`src/rtl/interrupt_controller_pkg.sv`:
```
// Shared definitions for the interrupt controller: bus register map,
// FSM state encoding and CAUSE/CTRL bit positions.
package interrupt_controller_pkg;

  localparam logic [1:0] ADDR_PEND  = 2'd0;
  localparam logic [1:0] ADDR_MASK  = 2'd1;
  localparam logic [1:0] ADDR_CAUSE = 2'd2;
  localparam logic [1:0] ADDR_CTRL  = 2'd3;

  localparam int unsigned CAUSE_VALID_BIT = 31;
  localparam int unsigned CTRL_GIE_BIT    = 0;
  localparam int unsigned CTRL_INSVC_BIT  = 1;

  typedef enum logic [1:0] {
    ST_IDLE    = 2'd0,
    ST_REQ     = 2'd1,
    ST_SERVICE = 2'd2
  } irq_state_e;

endpackage

```
`src/rtl/irq_priority_enc.sv`:
```
// Lowest-index-wins priority encoder for the active interrupt vector.
module irq_priority_enc #(
  parameter int unsigned N = 4
) (
  input  logic [N-1:0] vec,
  output logic [2:0]   idx,
  output logic         any
);

  // Scan upward; the first set bit found is latched and later bits ignored.
  always_comb begin
    idx = '0;
    any = 1'b0;
    for (int unsigned i = 0; i < N; i++) begin
      if (vec[i] && !any) begin
        idx = 3'(i);
        any = 1'b1;
      end
    end
  end

endmodule

```
`src/rtl/interrupt_controller.sv`:
```
// Interrupt controller: edge-detected pending bits, per-source mask,
// global enable, and a request/service handshake with the CPU.
module interrupt_controller
  import interrupt_controller_pkg::*;
#(
  parameter int unsigned N_SRC = 4
) (
  input  logic             clk,
  input  logic             reset,
  input  logic [1:0]       Address,
  input  logic [31:0]      Write_data,
  input  logic             MemWrite,
  input  logic             MemRead,
  output logic [31:0]      Read_data,
  input  logic [N_SRC-1:0] irq_src,
  input  logic             irq_ack,
  input  logic             irq_eret,
  output logic             IRQ
);

  irq_state_e       state_q, state_d;
  logic [N_SRC-1:0] src_q;
  logic [N_SRC-1:0] pend_q;
  logic [N_SRC-1:0] mask_q;
  logic             gie_q;
  logic             edge_en_q;
  logic             cause_valid_q;
  logic [2:0]       cause_idx_q;

  logic [N_SRC-1:0] active;
  logic [N_SRC-1:0] edges;
  logic [N_SRC-1:0] wr_clr;
  logic [N_SRC-1:0] svc_clr;
  logic [2:0]       win_idx;
  logic             win_any;
  logic             take_ack;
  logic             unused_wdata;

  assign unused_wdata = ^Write_data[31:N_SRC];

  assign active = pend_q & mask_q;

  irq_priority_enc #(.N(N_SRC)) u_enc (
    .vec (active),
    .idx (win_idx),
    .any (win_any)
  );

  // edge_en_q stays low for the first clock after reset so lines that were
  // already high across the release only load src_q and raise no edge.
  assign edges  = irq_src & ~src_q & {N_SRC{edge_en_q}};
  assign wr_clr = (MemWrite && Address == ADDR_PEND) ? Write_data[N_SRC-1:0] : '0;

  // One-hot clear of the source being acknowledged this cycle.
  always_comb begin
    svc_clr = '0;
    for (int unsigned i = 0; i < N_SRC; i++) begin
      svc_clr[i] = take_ack && (win_idx == 3'(i));
    end
  end

  // FSM state register.
  always_ff @(posedge clk or negedge reset) begin
    if (!reset) state_q <= ST_IDLE;
    else        state_q <= state_d;
  end

  // FSM next-state; an ack only counts in REQ with something still active.
  always_comb begin
    state_d  = state_q;
    take_ack = 1'b0;
    case (state_q)
      ST_IDLE: begin
        if (gie_q && win_any) state_d = ST_REQ;
      end
      ST_REQ: begin
        if (irq_ack && win_any) begin
          state_d  = ST_SERVICE;
          take_ack = 1'b1;
        end else if (!gie_q || !win_any) begin
          state_d = ST_IDLE;
        end
      end
      ST_SERVICE: begin
        if (irq_eret) state_d = ST_IDLE;
      end
      default: state_d = ST_IDLE;
    endcase
  end

  // Edge detector and pending bits; a new edge overrides any clear.
  always_ff @(posedge clk or negedge reset) begin
    if (!reset) begin
      src_q     <= '0;
      edge_en_q <= 1'b0;
      pend_q    <= '0;
    end else begin
      src_q     <= irq_src;
      edge_en_q <= 1'b1;
      pend_q    <= (pend_q & ~wr_clr & ~svc_clr) | edges;
    end
  end

  // Bus-writable configuration: mask and global enable.
  always_ff @(posedge clk or negedge reset) begin
    if (!reset) begin
      mask_q <= '0;
      gie_q  <= 1'b0;
    end else if (MemWrite) begin
      if (Address == ADDR_MASK) mask_q <= Write_data[N_SRC-1:0];
      if (Address == ADDR_CTRL) gie_q  <= Write_data[CTRL_GIE_BIT];
    end
  end

  // CAUSE capture on acknowledge; valid drops on return from handler.
  always_ff @(posedge clk or negedge reset) begin
    if (!reset) begin
      cause_valid_q <= 1'b0;
      cause_idx_q   <= '0;
    end else if (take_ack) begin
      cause_valid_q <= 1'b1;
      cause_idx_q   <= win_idx;
    end else if (state_q == ST_SERVICE && irq_eret) begin
      cause_valid_q <= 1'b0;
    end
  end

  // Combinational read mux, zero outside MemRead and in unused bits.
  always_comb begin
    Read_data = '0;
    if (MemRead) begin
      case (Address)
        ADDR_PEND:  Read_data[N_SRC-1:0] = pend_q;
        ADDR_MASK:  Read_data[N_SRC-1:0] = mask_q;
        ADDR_CAUSE: begin
          Read_data[CAUSE_VALID_BIT] = cause_valid_q;
          Read_data[2:0]             = cause_idx_q;
        end
        ADDR_CTRL: begin
          Read_data[CTRL_GIE_BIT]   = gie_q;
          Read_data[CTRL_INSVC_BIT] = (state_q == ST_SERVICE);
        end
        default: Read_data = '0;
      endcase
    end
  end

  assign IRQ = (state_q == ST_REQ);

endmodule

```
`config.mk`:
```
export PLATFORM = sky130hd
export DESIGN_NAME = interrupt_controller
export DESIGN_NICKNAME = d
export VERILOG_FILES = /design/src/rtl/interrupt_controller_pkg.sv /design/src/rtl/irq_priority_enc.sv /design/src/rtl/interrupt_controller.sv
export SDC_FILE = /design/constraint.sdc
export NUM_CORES = 1
export LEC_CHECK = 0
export CAP_MARGIN = 20
export CORE_ASPECT_RATIO = 2
export CORE_MARGIN = 10
export CORE_UTILIZATION = 35
export CTS_CLUSTER_DIAMETER = 100
export DETAILED_ROUTE_END_ITERATION = 8
export PLACE_DENSITY = 0.92
export SYNTH_ARGS = -nofsm -noshare
export SYNTH_HDL_FRONTEND = slang
export SYNTH_SLANG_ARGS = --single-unit
```
`constraint.sdc`:
```
create_clock -name clk -period 1.75 [get_ports clk]
set_input_delay 0.4375 -clock clk [delete_from_list [all_inputs] [get_ports clk]]
set_output_delay 0.4375 -clock clk [all_outputs]
set_load 0.01 [all_outputs]
```
---- Word level (Yosys, flattened, before mapping) ----
Index checks and enable logic that the tools add are counted.
storage, ports and cells
  word-level logic and storage cells ...... 74
  register bits ........................... 20
cells by class
  muxes and demuxes ....................... 22
  bitwise operators ....................... 9
  equality and inequality tests ........... 11
  reduce and logical (&&, ||, !) cells .... 24
operators with widths
  operator                                                          count
  32-bit two-way mux                                                1
  4-bit AND                                                         5
  2-bit two-way mux                                                 6
  4-bit NOT                                                         3
  1-bit logical AND                                                 11
  1-bit two-way mux                                                 10
  2-bit case mux with 4 select lines                                1
  2-bit == test (second input constant)                             3
  3-bit by 2-bit == test with 1-bit output (second input constant)  2
  2-bit case mux with 3 select lines                                1
  1-bit zero test                                                   5
  2-bit by 1-bit == test with 1-bit output (second input constant)  2
  2-bit zero test                                                   2
  4-bit two-way mux                                                 1
  2-bit != test (second input constant)                             2
  4-bit bitwise OR                                                  1
  2-bit AND reduction                                               2
  3-bit by 1-bit == test with 1-bit output (second input constant)  1
  3-bit zero test                                                   1
  3-bit by 1-bit != test with 1-bit output (second input constant)  1
  1-bit case mux with 3 select lines                                1
  3-bit AND reduction                                               1
  1-bit case mux with 2 select lines                                1
  2-bit nonzero test                                                1
  1-bit logical OR                                                  1

---- Longest topological paths before layout ----
  word-level depth ........................ 18
  mapped depth ............................ 4
  depth with buffers taken out ............ 3

---- By module ----
A second synthesis with hierarchy kept.
unflattened totals
  cells, all modules ...................... 117
  area total of the unflattened synthesis .. 1203.7 µm²
modules (own cells, without submodules)
  module                seq. area each (µm²)  instances  cells an instance  area each (µm²)
  interrupt_controller  500.5                 1          108                1157.4
  irq_priority_enc      0.0                   1          9                  46.3

---- Worst setup path after synthesis ----
No wires, ideal clock.
  path type ............................... in2out
  start ................................... input port Address[0]
  end ..................................... output port Read_data[0]
  stages on the path ...................... 3
  path slack .............................. 101 ps
  data arrival time ....................... 1212 ps
  buffers on the path ..................... 1
  path through ............................ buf_6 mux4_2 and2_1
between the ends
  word-level cells in the longest chain between the ends .. 3
  elaborated cells on any way between the ends .. 6
ends and longest elaborated chain
  element                                      line                         RTL
  start, declared                              interrupt_controller.sv:10   input logic [1:0] Address,
  2-bit == test, or another cell as far along  interrupt_controller.sv:132  case (Address)
  2-bit case mux with 4 select lines (*)       interrupt_controller.sv:132
  32-bit two-way mux (*)                       interrupt_controller.sv:131  if (MemRead) begin
  end, declared                                interrupt_controller.sv:14   output logic [31:0] Read_data,
Mark *: on every way between the ends. The rest lies on a longest branch, timed or not.

---- Final worst setup path ----
  start ................................... register state_q[1]
  end ..................................... output port Read_data[1]
between the ends
  word-level cells in the longest chain between the ends .. 3
ends and longest elaborated chain
  element                             line                         RTL
  start, declared                     interrupt_controller.sv:21   irq_state_e state_q, state_d;
  start signal, assigned              interrupt_controller.sv:65   else state_q <= state_d;
  2-bit == test                       interrupt_controller.sv:141  Read_data[CTRL_INSVC_BIT] = (state_q == ST_SERVICE);
  2-bit case mux with 4 select lines  interrupt_controller.sv:132
  32-bit two-way mux                  interrupt_controller.sv:131
No other way between the ends.

==> run metrics <==
Mean Syn Cell Area=10.7 um2; FF-to-FF setup slack=0.31 ns; Final Critical Period=1.91 ns; CP max FO=2; vias in the first global route=892; Pre-Repair DR Iteration Count=4; Overflow after GRT=0; worst setup path category=reg -> out; core area=3120 um2; largest net degree at the start of global routing=20; hold buffers post-CTS=0; wire length per cell=15.3 um; num rows=29; period utilization=109%; CTS Buf Count=3; post-route ant nets=0; Post-Route Skew=0.00841 ns; WHS Path Cells=1; Via density=4.88; Synth warnings=0; Power Dens Cells=1120 nW/um2; # setup viols final=2; Core Util, Final=44.8%; clock sink total=19; clk slew on worst S/H paths=0.07 ns; RSZ-0062 raised after global routing=yes; slowest stage delay, CP=0.46 ns; post-synthesis cell count=105; Clock Path Buffers=2; CP Launch Type=flop; VDD IR max=0.383 mV; initial antenna violation count=0; hold path startpoint=src_q[2]$_DFF_PN0_; reg2reg end=state_q[0]$_DFFE_PN0P_; Syn-to-layout area delta=24.8%; Horiz. Die Dim=60.0 um; Final HPWL DP=2.24 mm; IO Port Bufs=21; Root Buffer=clkbuf_8; Initial Util=35.9%; residual DRC count=0; Seq cells post-synth=19; slowest CP cell=mux4_2; Skew-Pair Late Insertion Delay=0.25 ns; io pins=77; die area=6000 um2; share of cells above drive strength 1=28.9%; CP startpoint=state_q[1]$_DFFE_PN0P_; Reg2Reg Depth=4; Critical Path RT=1.31 ns; post-synthesis cell area=1120 um2; status=complete, but fails checks; gpl congestion=0.922; Via Count=844; crit-path cells=nor2b_4, mux4_2, and2_4, buf_6; H-tree depth=1; failing checks=setup timing; WP data arrival=1.47 ns; worst hold path class=reg -> reg; GR Util All Layers=8.92%; Max Slew Vio Count=0; first-pass GRT wire length=4.08 mm; Final WS setup=-0.161 ns; commonest non-fill, non-tap cell in the layout=conb_1; ANT cells=0; count of cell types in the netlist=32; Max Clk Rate=523 MHz; Endpoint, Worst Hold=pend_q[2]$_DFF_PN0_; final wirelength=2.64 mm; P_leak=0.685 nW; Min Hold Slack=0.419 ns; Final Hold Viols=0; Setup crit end kind=primary output; TritonCTS clock tree=yes; Nets=187; Reg2Reg Launch Point=pend_q[1]$_DFF_PN0_; Setup TNS=-0.239 ns; Die Height=100 um; maxcap violations=0; DR iter-0 viols=15; post-synthesis sequential area ratio=42.4%; most frequent cells in the layout=conb_1, dfrtp_1, buf_4; worst slack, placed=-0.874 ns
## kinds of logic (layout without fill, tap and decap cells)
family	Yosys count	in the layout	share of synthesized area, %
other	2	28	0.670
and+or+nand+nor	29	29	15.2
buffers and inverters	32	43	20.5
muxes	9	9	10.8
AOI/OAI and AO/OA	14	14	10.4
DFF	19	19	42.4
## stage by stage
step / instance area [um2] / instances / total power [mW]
final: 1400 / 173 / 1.57
after global routing: 1400 / 173 / 1.66
after detailed placement: 1350 / 168 / 1.26
after CTS: 1390 / 172 / 1.56
after global placement: 1350 / 168 / 1.24
after floorplan: 1220 / 131 / 1.00
## cells in the mapped netlist
cell,number,area [um2]
a22o_2,1,10.0
o2bb2ai_1,1,8.76
buf_6,1,11.3
mux2i_1,2,20.0
and3b_2,1,10.0
nand3b_1,2,15.0
nor2b_1,1,6.26
inv_1,3,11.3
and4b_2,1,11.3
mux4_2,2,45.0
a22o_1,1,8.76
a31oi_1,1,6.26
o22a_1,2,17.5
and4b_1,1,10.0
a32o_1,1,10.0
buf_2,1,5.00
nand3_1,5,25.0
nand2b_1,1,6.26
a32oi_1,2,17.5
nand4_1,1,6.26
nand2_1,7,26.3
buf_4,27,203
dfrtp_1,19,475
conb_1,2,7.51
a31o_2,2,17.5
a21oi_1,1,5.00
a22oi_1,2,15.0
and2b_2,1,8.76
nor2_1,4,15.0
mux2_2,5,56.3
and3b_1,2,17.5
and2_1,2,12.5
## state kept, by name, indices dropped and copies added, names as in the netlist
register       flops
mask_q             4
pend_q             4
src_q              4
cause_idx_q        2
state_q            2
cause_valid_q      1
edge_en_q          1
gie_q              1
## final cells by class
cell class | instances | area [um2]
clock buffer | 3 | 41.3
clock inverter | 1 | 5.00
fill | 300 | 1720
inverter | 3 | 11.3
multi-input combinational | 80 | 526
sequential | 19 | 475
tap | 31 | 38.8
timing repair buffer | 36 | 302
## metal layers
layer  up-vias  track usage [%]  part of all wire (%)
met5         -                0                     0
li1        392                -                     -
met4         0             7.64                   3.9
met3         6             3.16                    13
met2        49             14.6                    52
met1       397             8.26                    32
## report_power, final
| part | switching (mW) | total (mW) | leakage (nW) | internal (mW) |
|---|---|---|---|---|
| logic | 0.275 | 0.636 | 0.437 | 0.361 |
| registers | 0.0776 | 0.634 | 0.222 | 0.556 |
| clock network | 0.138 | 0.296 | 0.0255 | 0.158 |
| total | 0.490 | 1.57 | 0.685 | 1.07 |
## worst max path at each step
stage	to	depth (start not counted)
after floorplan	Read_data[0]	3
after global placement	Read_data[1]	4
after detailed placement	Read_data[1]	4
after CTS	Read_data[1]	4
after global routing	Read_data[1]	4
final	Read_data[1]	4
## critical path: cells and delay by family, from the launching register on
| family | cells | cell delay [ns] |
|---|---|---|
| DFF | 1 | 0.38 |
| and+or+nand+nor | 2 | 0.28 |
| buffers and inverters | 1 | 0.11 |
| muxes | 1 | 0.46 |
## timing repair
| action | CTS | global route |
|---|---|---|
| pin swaps | 2 | 1 |
| gates resized for setup | 29 | 3 |
| endpoints found under the setup margin | 6 | 5 |
| endpoints found under the hold margin | 0 | 0 |
| buffers inserted | 0 | 1 |
Note: power is estimated with default switching activity, not from simulation.
